**src/rtl/arbiter_hold.sv**
```systemverilog
// arbiter_hold: round-robin arbiter with grant hold.
// A granted requester keeps ownership while its request bit stays high, up to
// MAX_HOLD consecutive cycles (0 = unlimited), after which the grant is
// rotated to the next requester in round-robin order.
//
// Ports:
//   clk      - clock, all logic on posedge
//   rst      - synchronous reset, active-high
//   request  - bit i high = requester i wants or keeps ownership
//   grant    - registered one-hot (or zero) grant vector
//   grant_id - registered binary index of the granted port
//   active   - registered, high whenever any grant bit is high
//   preempt  - registered one-cycle pulse after a MAX_HOLD expiry
module arbiter_hold #(
  parameter int NUM_PORTS = 6,
  parameter int ID_WIDTH  = 3,
  parameter int MAX_HOLD  = 16,
  parameter int CNT_WIDTH = 5
) (
  input  logic                 clk,
  input  logic                 rst,
  input  logic [NUM_PORTS-1:0] request,
  output logic [NUM_PORTS-1:0] grant,
  output logic [ID_WIDTH-1:0]  grant_id,
  output logic                 active,
  output logic                 preempt
);

  localparam logic [0:0] IDLE = 1'b0;
  localparam logic [0:0] OWN  = 1'b1;

  localparam logic [CNT_WIDTH-1:0] HOLD_LAST =
    (MAX_HOLD == 0) ? '0 : CNT_WIDTH'(MAX_HOLD - 1);
  localparam logic [ID_WIDTH-1:0] LAST_PORT = ID_WIDTH'(NUM_PORTS - 1);

  logic [0:0]           state, state_nxt;
  logic [ID_WIDTH-1:0]  ptr, ptr_nxt;
  logic [CNT_WIDTH-1:0] hold_cnt, hold_cnt_nxt;
  logic [NUM_PORTS-1:0] grant_nxt;
  logic [ID_WIDTH-1:0]  grant_id_nxt;
  logic                 preempt_nxt;

  logic                 own_req;
  logic                 expired;
  logic [ID_WIDTH-1:0]  after_owner;
  logic [ID_WIDTH:0]    pick;

  // Round-robin search starting at p. Returns {found, index}.
  // The request vector is doubled so a plain right shift performs the wrap.
  function automatic logic [ID_WIDTH:0] sel(input logic [NUM_PORTS-1:0] req,
                                            input logic [ID_WIDTH-1:0]  p);
    logic [2*NUM_PORTS-1:0] dbl;
    logic [2*NUM_PORTS-1:0] tmp;
    logic                   found;
    logic [ID_WIDTH-1:0]    idx;
    int                     pos;
    dbl   = {req, req} >> p;
    found = 1'b0;
    idx   = '0;
    for (int k = 0; k < NUM_PORTS; k++) begin
      tmp = dbl >> k;
      if (!found && tmp[0]) begin
        found = 1'b1;
        pos   = int'(p) + k;
        if (pos >= NUM_PORTS) pos = pos - NUM_PORTS;
        idx   = ID_WIDTH'(pos);
      end
    end
    return {found, idx};
  endfunction

  always_comb begin
    state_nxt    = state;
    ptr_nxt      = ptr;
    hold_cnt_nxt = hold_cnt;
    grant_nxt    = grant;
    grant_id_nxt = grant_id;
    preempt_nxt  = 1'b0;

    own_req     = request[grant_id];
    expired     = (MAX_HOLD != 0) && (hold_cnt == HOLD_LAST);
    after_owner = (grant_id == LAST_PORT) ? '0 : grant_id + ID_WIDTH'(1);
    pick        = '0;

    if (state == IDLE) begin
      pick = sel(request, ptr);
      if (pick[ID_WIDTH]) begin
        state_nxt    = OWN;
        grant_nxt    = NUM_PORTS'(1) << pick[ID_WIDTH-1:0];
        grant_id_nxt = pick[ID_WIDTH-1:0];
        hold_cnt_nxt = '0;
      end
    end else if (own_req && !expired) begin
      // Owner keeps the resource; with unlimited hold the counter stays idle.
      if (MAX_HOLD != 0) hold_cnt_nxt = hold_cnt + CNT_WIDTH'(1);
    end else begin
      // Grant ends (release or expiry). The old owner becomes lowest priority,
      // and on expiry it is found again only if nobody else is requesting.
      ptr_nxt      = after_owner;
      pick         = sel(request, after_owner);
      hold_cnt_nxt = '0;
      if (pick[ID_WIDTH]) begin
        grant_nxt    = NUM_PORTS'(1) << pick[ID_WIDTH-1:0];
        grant_id_nxt = pick[ID_WIDTH-1:0];
        preempt_nxt  = own_req;
      end else begin
        state_nxt    = IDLE;
        grant_nxt    = '0;
        grant_id_nxt = '0;
      end
    end
  end

  always_ff @(posedge clk) begin
    if (rst) begin
      state    <= IDLE;
      ptr      <= '0;
      hold_cnt <= '0;
      grant    <= '0;
      grant_id <= '0;
      active   <= 1'b0;
      preempt  <= 1'b0;
    end else begin
      state    <= state_nxt;
      ptr      <= ptr_nxt;
      hold_cnt <= hold_cnt_nxt;
      grant    <= grant_nxt;
      grant_id <= grant_id_nxt;
      active   <= |grant_nxt;
      preempt  <= preempt_nxt;
    end
  end

endmodule

```
**config.mk**
```make
export PLATFORM = sky130hd
export DESIGN_NAME = arbiter_hold
export DESIGN_NICKNAME = d
export VERILOG_FILES = /design/src/rtl/arbiter_hold.sv
export SDC_FILE = /design/constraint.sdc
export NUM_CORES = 1
export LEC_CHECK = 0
export CAP_MARGIN = 10
export CORE_ASPECT_RATIO = 0.75
export CORE_UTILIZATION = 55
export CTS_CLUSTER_DIAMETER = 200
export DETAILED_ROUTE_END_ITERATION = 10
export PLACE_DENSITY = 0.8
export REMOVE_ABC_BUFFERS = 1
export SLEW_MARGIN = 30
export SYNTH_ARGS = -nofsm -noshare
export SYNTH_HDL_FRONTEND = slang
export SYNTH_SLANG_ARGS = --single-unit
```
**constraint.sdc**
```tcl
create_clock -name clk -period 3.1 [get_ports clk]
set_input_delay 0.31 -clock clk [delete_from_list [all_inputs] [get_ports clk]]
set_output_delay 0.31 -clock clk [all_outputs]
set_load 0.01 [all_outputs]
```
==> summary.txt <==
Status: complete, no violations
Crit path cell chain: clkdlybuf4s50_1, mux4_2, nand2_1, nand3_1, nor4_2, o2111a_1, nor2_1, nor2_2, buf_4, a21oi_1, a31oi_1
Largest net degree at the start of global routing: 29
Max Clk Rate: 340 MHz
Via count: 3233
# setup viols final: 0
Slew headroom: 70.7%
Clk network pwr share: 5.5%
Total Wirelength: 8480 um
Crit path arrival time: 3.13 ns
CP bufs+invs: 2
Postcts setup bufs: 0
Max-cap viol count: 0
Final hold vios: 0
Clock Skew: 0.00548 ns
Mean Syn Cell Area: 7.63 sq um
Peak supply drop: 0.474 mV
Site Rows: 22
Num ports: 19
EDFF count, synth: 0
Tightest Pin Transition: 0.438 ns
Total power per unit cell area: 1040 mW/mm^2
Total clock sinks: 20
P_leak: 1.39 nW
Non-Filler Instances: 499
Global route overflow: 0
Initial antenna violation count: 0
Netlist cell types: 76
Core box area: 0.00498 sq mm
Drt drc: 0
ANT cells: 0
TNS Setup: 0 ns
Clock root cell: clkbuf_8
CTS clk-pin slew, worst paths: 0.07 ns
Critical-path maximum fanout: 8
Synth Warn #: 0
Vias in the first global route: 2830
Delay-heaviest family, CP: simple AND/OR/NAND/NOR gates
# hold bufs at CTS: 0
HPWL Detailed: 6560 um
Tot GR Track Use: 30.8%
Ys async rst share: 0%
CP max stage delay: 0.58 ns
Post-Syn Instances: 379
Top_reg_cell synth: dfxtp_1
WS Path Type: in2reg
Final Cycle Share: 94.9%
CTS Buffer Depth: 2
Syn Std Cell Area: 0.00289 sq mm
Yosys reg bits: 20
Die width: 85.7 um
H-tree Lvls: 1
Sequential share of power: 11.2%
First-pass GRT wire length: 13900 um
Die Y: 64.8 um
DRT Pass-1 Iters: 5
Crit. End Element: register
DR WL/cell: 17.0 um
Fraction of layout cells with a size suffix above 1: 24.1%
Filler cells: 407
CTS buffer count: 3
Final nets: 448
Final Max Slew Viols: 0
Initial Utilization: 58.0%
Area growth syn-to-layout: 21.4%
Crit start category: input port
Port buffer count: 18
Multi-input gate area: 0.00229 sq mm
Sw power: 1.86 mW
Hold Path Class: reg2reg
Die footprint: 0.00555 sq mm
CP max stage cell: mux4_2
DRT antenna net count: 0
CTS tree: done
Switching share of total power: 51.1%
RSZ-0062 raised after global routing: false
Placed insts: 495
Combinational Power Share: 83.2%
Avg Vias per Cell: 6.48
Sequential area share after synthesis: 13.8%
Internal power: 1.78 mW
Clk Latency, worst-skew pair: 0.27 ns
Register Area: 404 sq um
Req. time, crit path: 3.29 ns
Final min period: 2.94 ns
Initial drt markers: 327
Placer congestion estimate: 0.978
-- synthesized netlist by cell type, types with 4 or more instances --
master / number / share of area, %
nand2_1: 35 / 4.5
nor2_1: 35 / 4.5
a21oi_1: 24 / 4.2
dfxtp_1: 20 / 14
o21ai_0: 19 / 3.3
a211oi_1: 14 / 3.6
mux2i_1: 14 / 4.8
nand2b_1: 14 / 3.0
nor2b_1: 14 / 3.0
ha_1: 12 / 5.2
inv_1: 11 / 1.4
nand3_1: 11 / 1.9
clkbuf_1: 9 / 1.2
buf_2: 8 / 1.4
mux2_2: 7 / 2.7
mux4_2: 7 / 5.5
a31oi_1: 6 / 1.3
and2_1: 6 / 1.3
a32oi_1: 5 / 1.5
and3_1: 5 / 1.1
buf_6: 5 / 1.9
nor3_1: 5 / 0.87
a21o_1: 4 / 1.0
a22oi_1: 4 / 1.0
buf_4: 4 / 1.0
inv_2: 4 / 0.52
o21a_1: 4 / 1.0
o22ai_1: 4 / 0.87
xnor2_1: 4 / 1.2
xor2_1: 4 / 1.2
-- logic make-up after synthesis --
logic type	after synthesis	synth area share (%)
simple gates	144	26.2
compound gates	123	31.5
buf+inv	44	7.88
mux	28	13.0
flops	20	13.8
fa+ha+maj	12	5.19
xor+xnor	8	2.42
-- metal layers --
metal	part of all wire, %	routed length, um	global-route usage (%)
met5	0	0	0
met4	0.97	82	5.42
met3	9.0	760	3.06
met2	44	3770	50.1
met1	46	3870	44.6
-- registers in the layout, summed over array words and instances (netlist names) --
name      flops
active        1
grant         6
grant_id      3
hold_cnt      5
preempt       1
ptr           3
state         1
-- power groups by stage --
stage          Combinational (mW)  Sequential (mW)  Clock [mW]
3_3_place_gp                 2.81            0.410           0
2_1_floorplan                1.77            0.538           0
4_1_cts                      2.91            0.406       0.203
6_report                     3.03            0.409       0.201
3_5_place_dp                 2.89            0.409           0
5_1_grt                      3.26            0.419       0.216
-- worst register-to-register path, cell delays in order (launching register included) --
cell,delay (ns)
dfxtp_2,0.40
buf_12,0.17
buf_4,0.17
nor2b_1,0.08
a311oi_2,0.38
o31ai_4,0.12
or3_4,0.43
nor4_4,0.21
a211oi_1,0.15
or4_4,0.53
o31ai_2,0.19
-- path summary, 6_finish.rpt --
check                                start                       end  slack [ns]  depth (start not counted)
setup / recovery                request[1]         active$_SDFF_PP0_        0.16                         11
hold / removal    hold_cnt[3]$_SDFFE_PP0P_  hold_cnt[3]$_SDFFE_PP0P_        0.47                          1
setup reg to reg  grant_id[0]$_SDFFE_PP0P_       grant[4]$_SDFF_PP0_        0.19                         10
hold reg to reg   hold_cnt[3]$_SDFFE_PP0P_  hold_cnt[3]$_SDFFE_PP0P_        0.47                          1
-- cell usage in the layout (no fill, tap or decap), types with 5 or more instances in the layout --
cell type	netlist	final
nand2_1	35	34
a32oi_1	5	5
a31oi_1	6	6
mux2i_1	14	14
mux4_2	7	7
nor2b_1	14	14
a21oi_1	24	24
nand2b_1	14	14
ha_1	12	12
and3_1	5	5
clkdlybuf4s50_1	0	18
inv_1	11	11
nand3_1	11	11
buf_4	4	51
mux2_2	7	7
a211oi_1	14	14
nor3_1	5	5
and2_1	6	6
dfxtp_1	20	17
nor2_1	35	35
o21ai_0	19	18
-- cell type report --
type	count	share of cell area, %
inverter	17	1.92
tap	72	2.57
timing repair buffer	71	17.2
sequential	20	11.5
clock buffer	4	1.57
multi-input combinational	315	65.3
-- what timing repair did --
| action | CTS | global route |
|---|---|---|
| pin swaps | 0 | 0 |
| setup endpoints to repair | 3 | 7 |
| cloned | 0 | 0 |
| gates resized for setup | 2 | 9 |
-- stage by stage --
stage / setup WS (ns) / hold slack (ns) / util, % / cell area (sq um) / total power [mW]
floorplan: -0.585 / 0.379 / - / 2730 / 2.30
global placement: -0.0800 / 0.448 / 68.7 / 3420 / 3.22
detailed placement: -0.0640 / 0.449 / 68.7 / 3420 / 3.29
CTS: 0.0632 / 0.466 / 69.8 / 3480 / 3.52
global route: 0.000695 / 0.508 / 70.5 / 3510 / 3.89
finish: 0.157 / 0.465 / 70.5 / 3510 / 3.64
Note: power is estimated with default switching activity, not from simulation.
